$ cat src/rtl/pc_fetch_ctrl.sv
// Instruction-fetch PC controller: holds the PC and chooses the next PC from sequential,
// jump, branch, interrupt and exception sources. It also drives the IF/ID and ID/EX squash controls.
module pc_fetch_ctrl #(
  parameter logic [31:0] RESET_PC = 32'h8000_0000,
  parameter logic [31:0] IRQ_VEC  = 32'h8000_0004,
  parameter logic [31:0] EXC_VEC  = 32'h8000_0008
) (
  input  logic        clk,
  input  logic        reset,
  input  logic        Hold,
  input  logic        ID_JumpEn,
  input  logic [31:0] ID_JumpTarget,
  input  logic        ID_Exc,
  input  logic [31:0] ID_PC_4,
  input  logic        EX_BranchEn,
  input  logic [31:0] EX_BranchTarget,
  input  logic        IRQ,
  input  logic [31:0] IMem_Data,
  output logic [31:0] IMem_Addr,
  output logic [31:0] IF_PC_4,
  output logic [31:0] IF_Instruct,
  output logic        IF_NoIRQ,
  output logic [1:0]  IF_ID_Src,
  output logic        ID_EX_Flush,
  output logic [31:0] EPC
);

  localparam logic [1:0] SRC_PASS   = 2'd0;
  localparam logic [1:0] SRC_BUBBLE = 2'd1;
  localparam logic [1:0] SRC_HOLD   = 2'd2;

  logic [31:0] pc_q, pc_d;
  logic [31:0] epc_q, epc_d;
  logic        irq_pend_q, irq_pend_d;
  logic [1:0]  shadow_q, shadow_d;
  logic [31:0] pc_seq;
  logic        take;
  logic [1:0]  src;
  logic        flush;

  assign pc_seq = {pc_q[31], pc_q[30:0] + 31'd4};

  always_comb begin
    pc_d     = pc_seq;
    epc_d    = epc_q;
    src      = SRC_PASS;
    flush    = 1'b0;
    take     = 1'b0;
    shadow_d = (shadow_q == 2'd0) ? 2'd0 : shadow_q - 2'd1;
    // Redirect targets may only keep the kernel bit when already in kernel mode.
    if (ID_Exc) begin
      pc_d     = {1'b1, EXC_VEC[30:0]};
      epc_d    = ID_PC_4;
      src      = SRC_BUBBLE;
      flush    = 1'b1;
      shadow_d = 2'd2;
    end else if (EX_BranchEn) begin
      pc_d     = {EX_BranchTarget[31] & pc_q[31], EX_BranchTarget[30:0]};
      src      = SRC_BUBBLE;
      flush    = 1'b1;
      shadow_d = 2'd2;
    end else if (Hold) begin
      pc_d  = pc_q;
      src   = SRC_HOLD;
      flush = 1'b1;
    end else if (ID_JumpEn) begin
      pc_d     = {ID_JumpTarget[31] & pc_q[31], ID_JumpTarget[30:0]};
      src      = SRC_BUBBLE;
      shadow_d = 2'd2;
    end else if (irq_pend_q && !pc_q[31] && shadow_q == 2'd0) begin
      take     = 1'b1;
      pc_d     = {1'b1, IRQ_VEC[30:0]};
      epc_d    = pc_q;
      src      = SRC_BUBBLE;
      shadow_d = 2'd2;
    end
    irq_pend_d = (irq_pend_q | IRQ) & ~take;
    if (reset) begin
      src   = SRC_BUBBLE;
      flush = 1'b1;
    end
  end

  always_ff @(posedge clk) begin
    if (reset) begin
      pc_q       <= RESET_PC;
      epc_q      <= '0;
      irq_pend_q <= 1'b0;
      shadow_q   <= '0;
    end else begin
      pc_q       <= pc_d;
      epc_q      <= epc_d;
      irq_pend_q <= irq_pend_d;
      shadow_q   <= shadow_d;
    end
  end

  assign IMem_Addr   = pc_q;
  assign IF_PC_4     = pc_seq;
  assign IF_Instruct = IMem_Data;
  assign IF_NoIRQ    = pc_q[31];
  assign IF_ID_Src   = src;
  assign ID_EX_Flush = flush;
  assign EPC         = epc_q;

endmodule

$ cat config.mk
export PLATFORM = sky130hd
export DESIGN_NAME = pc_fetch_ctrl
export DESIGN_NICKNAME = d
export VERILOG_FILES = /design/src/rtl/pc_fetch_ctrl.sv
export SDC_FILE = /design/constraint.sdc
export NUM_CORES = 1
export LEC_CHECK = 0
export ABC_AREA = 1
export CAP_MARGIN = 20
export CORE_MARGIN = 4
export CORE_UTILIZATION = 37
export CTS_BUF_LIST = sky130_fd_sc_hd__clkbuf_16
export DETAILED_ROUTE_END_ITERATION = 8
export HOLD_SLACK_MARGIN = 0.12
export MAX_ROUTING_LAYER = met4
export PLACE_DENSITY = 0.81
export REMOVE_ABC_BUFFERS = 1
export SYNTH_ARGS = -nofsm -noshare
export SYNTH_HDL_FRONTEND = slang
export SYNTH_SLANG_ARGS = --single-unit
$ cat constraint.sdc
create_clock -name clk -period 2.3 [get_ports clk]
set_clock_uncertainty 0.2 [all_clocks]
set_input_delay 0.23 -clock clk [delete_from_list [all_inputs] [get_ports clk]]
set_output_delay 0.23 -clock clk [all_outputs]
set_load 0.1 [all_outputs]
==> flow_summary.json <==
{
  "routed_wire_length_per_instance_um": 20.0,
  "yosysSeqAreaShare": 0.320,
  "critical_path_required_time_ns": 1.87,
  "share_of_yosys_cell_area_claimed_by_the_top_area_cell_type": 0.320,
  "crit_fanout": 5,
  "nature_of_the_critical_path_startpoint": "flop",
  "synth-seq-cells": 67,
  "netlist_instances": 622,
  "fillerInstances": 951,
  "synth-async-reset-ratio": 0,
  "clk_transition_reported_paths_ns": 0.06,
  "die_w_um": 114,
  "power.leakage_uw": 0.00278,
  "run_status": "finished clean",
  "dpl_cell_area_mm2": 0.00648,
  "timing.reg2reg.worst_path_depth": 7,
  "htreeDepth": 3,
  "via_per_inst": 5.31,
  "timing.setup.critical_path_class": "flop to output port",
  "routed-via-count": 5107,
  "global_route_wire_length_before_repair_um": 28000,
  "cp-end-kind": "output port",
  "critical_path_s_top_delay_family": "simple AND/OR/NAND/NOR gates",
  "tcrit_tclk_final": 0.964,
  "ys.warnings.count": 0,
  "global_route.overflow_total": 0,
  "dr.first_iter.drc_count": 535,
  "netlist-cell-type-count": 36,
  "crit_path_frequent_cell": "sky130_fd_sc_hd__nor2_4",
  "crit_path_arrival_time_ns": 1.79,
  "routed_wl_um": 19200,
  "grt_start_max_net_pins": 35,
  "clockBufferDepth": 2,
  "starting_density_of_the_core": 0.382,
  "layout_net_count": 952,
  "antenna_found_initial": 0,
  "sequential_cell_area_mm2": 0.00137,
  "cts_inserted_buffers": 9,
  "post-route-min-period_ns": 2.22,
  "layout-drive-gt1-share": 0.270,
  "boundaryPins": 267,
  "pwr_density_cell_mw_per_mm2": 588,
  "multiInputGateArea_mm2": 0.00237,
  "worstPathCellList": "ha_4 > nand2_2 > nor2_4 > nand2_4 > nor2_4 > xor2_2 > buf_12",
  "cts.sinks": 67,
  "synth_enable_flop_cells": 0,
  "portBuffers": 202,
  "yosys_most_used_dff": "sky130_fd_sc_hd__dfxtp_1",
  "path_depth": 7,
  "synthToLayoutAreaGrowth_pct": 64.1,
  "clock_tree_from_tritoncts": "done",
  "post-synth-top-count-cell": "sky130_fd_sc_hd__nand2_1",
  "fin_hold_ws_ns": 0.261,
  "total_drc_errors_in_the_routed_layout": 0,
  "worst_hold_path_type": "input port to output port",
  "maxSlewViolCount": 0,
  "cts.hold.buffers_added": 0,
  "relSlewSlack": 0.729,
  "rsz0062_at_grt": "yes",
  "chipHeight_um": 114,
  "totalPowerFinal_uw": 4050,
  "timing.fmax_mhz": 451,
  "gp_congestion": 0.953,
  "drt.antenna.violating_nets": 0,
  "synth.cells.most_frequent": "sky130_fd_sc_hd__nand2_1, sky130_fd_sc_hd__dfxtp_1, sky130_fd_sc_hd__nand3_1",
  "hpwlAfterDp_um": 15200,
  "whs_path_depth": 0,
  "diodes": 0,
  "max_stage_delay_ns": 0.37,
  "layout.cells.non_filler": 961,
  "synth_area_leaders": "sky130_fd_sc_hd__dfxtp_1, sky130_fd_sc_hd__nand2_1, sky130_fd_sc_hd__buf_4",
  "clock_insertion_delay_at_the_later_pin_of_the_skew_report_ns": 0.33,
  "finalHoldViolCount": 0,
  "fp.coreArea_mm2": 0.0110,
  "aggregate_global_route_resource_usage": 0.288,
  "cap_viol_max_count": 0,
  "cpMaxStageDelayCell": "sky130_fd_sc_hd__dfxtp_4",
  "synth_area_mm2": 0.00420,
  "tightestPinTransition_ns": 0.404,
  "clock-root-buffer": "sky130_fd_sc_hd__clkbuf_16",
  "firstDrtPassIters": 5,
  "setup_viol": 0,
  "design.die.area_mm2": 0.0131,
  "max-vdd-ir-drop_mv": 0.311,
  "postLayoutCellArea_mm2": 0.00689,
  "post_synthesis_mean_instance_area_um2": 6.74,
  "place.detailed.instances": 940,
  "num_rows": 38,
  "synth_top_cell_by_area": "sky130_fd_sc_hd__dfxtp_1",
  "critical_path.n_buffers_inverters": 1,
  "grt_pass1_vias": 4700,
  "fin_setup_tns_ns": 0
}
[what timing repair did]
item                       in CTS  in global routing
setup endpoints to repair      16                 19
pin swaps                       7                  8
resized for setup              15                 18
buffers inserted                4                  1
hold endpoints to repair        0                  0
[worst paths after layout]
| path | start | to | slack (ns) |
|---|---|---|---|
| setup / recovery | IMem_Addr[3] | IF_PC_4[12] | 0.08 |
| hold / removal | IMem_Data[16] | IF_Instruct[16] | 0.26 |
| setup reg to reg | IMem_Addr[31] | EPC[5] | 0.46 |
| hold reg to reg | IMem_Addr[11] | IMem_Addr[11] | 0.30 |
[worst register-to-register path, cell delays in order, from the launching register on]
cell and delay [ns]:
sky130_fd_sc_hd__dfxtp_1 0.43, sky130_fd_sc_hd__nor2_1 0.07, sky130_fd_sc_hd__nand3_1 0.09, sky130_fd_sc_hd__inv_1 0.08
sky130_fd_sc_hd__nand3_2 0.16, sky130_fd_sc_hd__buf_4 0.34, sky130_fd_sc_hd__nand3_1 0.11, sky130_fd_sc_hd__a31oi_1 0.25
[per-stage QoR]
| step | setup slack (ns) | utilization |
|---|---|---|
| 3_5_place_dp | 0.162 | 0.590 |
| 4_1_cts | 0.0000828 | 0.622 |
| 6_report | 0.0828 | 0.627 |
| 3_3_place_gp | 0.200 | 0.590 |
| 2_1_floorplan | -2.07 | - |
| 5_1_grt | -0.00215 | 0.627 |
[state kept, by name, indices dropped and copies added (netlist names)]
register / cells
EPC: 32
IMem_Addr: 32
shadow_q: 2
irq_pend_q: 1
[area by class of cell]
cell class,instances,area share
clock buffer,9,0.0327
clock inverter,7,0.00872
inverter,37,0.0202
multi-input combinational,449,0.345
sequential,67,0.198
tap,140,0.0254
timing repair buffer,252,0.370
[cells by family after synthesis]
kind of cell,Yosys count,share of synthesized area
AOI/OAI and AO/OA,122,0.180
xor gates and xnor gates,13,0.0361
adders and majority gates,1,0.00298
buffers and inverters,106,0.130
DFF,67,0.320
and+or+nand+nor,313,0.331
[power breakdown]
group	internal, uW	switching, uW
registers	1220	60.2
logic	464	958
clock network	826	516
total	2510	1530
[cell usage in the layout (no fill, tap or decap), types with 4 or more instances in the layout]
master,n
sky130_fd_sc_hd__a31oi_1,34
sky130_fd_sc_hd__nor2_4,10
sky130_fd_sc_hd__buf_12,32
sky130_fd_sc_hd__xor2_1,4
sky130_fd_sc_hd__nand2_2,10
sky130_fd_sc_hd__buf_4,118
sky130_fd_sc_hd__a221oi_1,17
sky130_fd_sc_hd__nor2_1,33
sky130_fd_sc_hd__o21ai_0,24
sky130_fd_sc_hd__xnor2_1,4
sky130_fd_sc_hd__and2_1,4
sky130_fd_sc_hd__xor2_2,4
sky130_fd_sc_hd__dfxtp_1,54
sky130_fd_sc_hd__a21oi_1,31
sky130_fd_sc_hd__inv_1,36
sky130_fd_sc_hd__clkdlybuf4s50_1,102
sky130_fd_sc_hd__dfxtp_2,10
sky130_fd_sc_hd__nand2_1,181
sky130_fd_sc_hd__nand3_1,53
sky130_fd_sc_hd__nor2_2,12
sky130_fd_sc_hd__clkbuf_16,9
[per-layer routing]
metal | GRT usage | wire [um]
met1 | 0.395 | 8300
met2 | 0.395 | 8040
met3 | 0.120 | 2620
met4 | 0.0610 | 223
met5 | - | 0
Note: power is estimated with default switching activity, not from simulation.
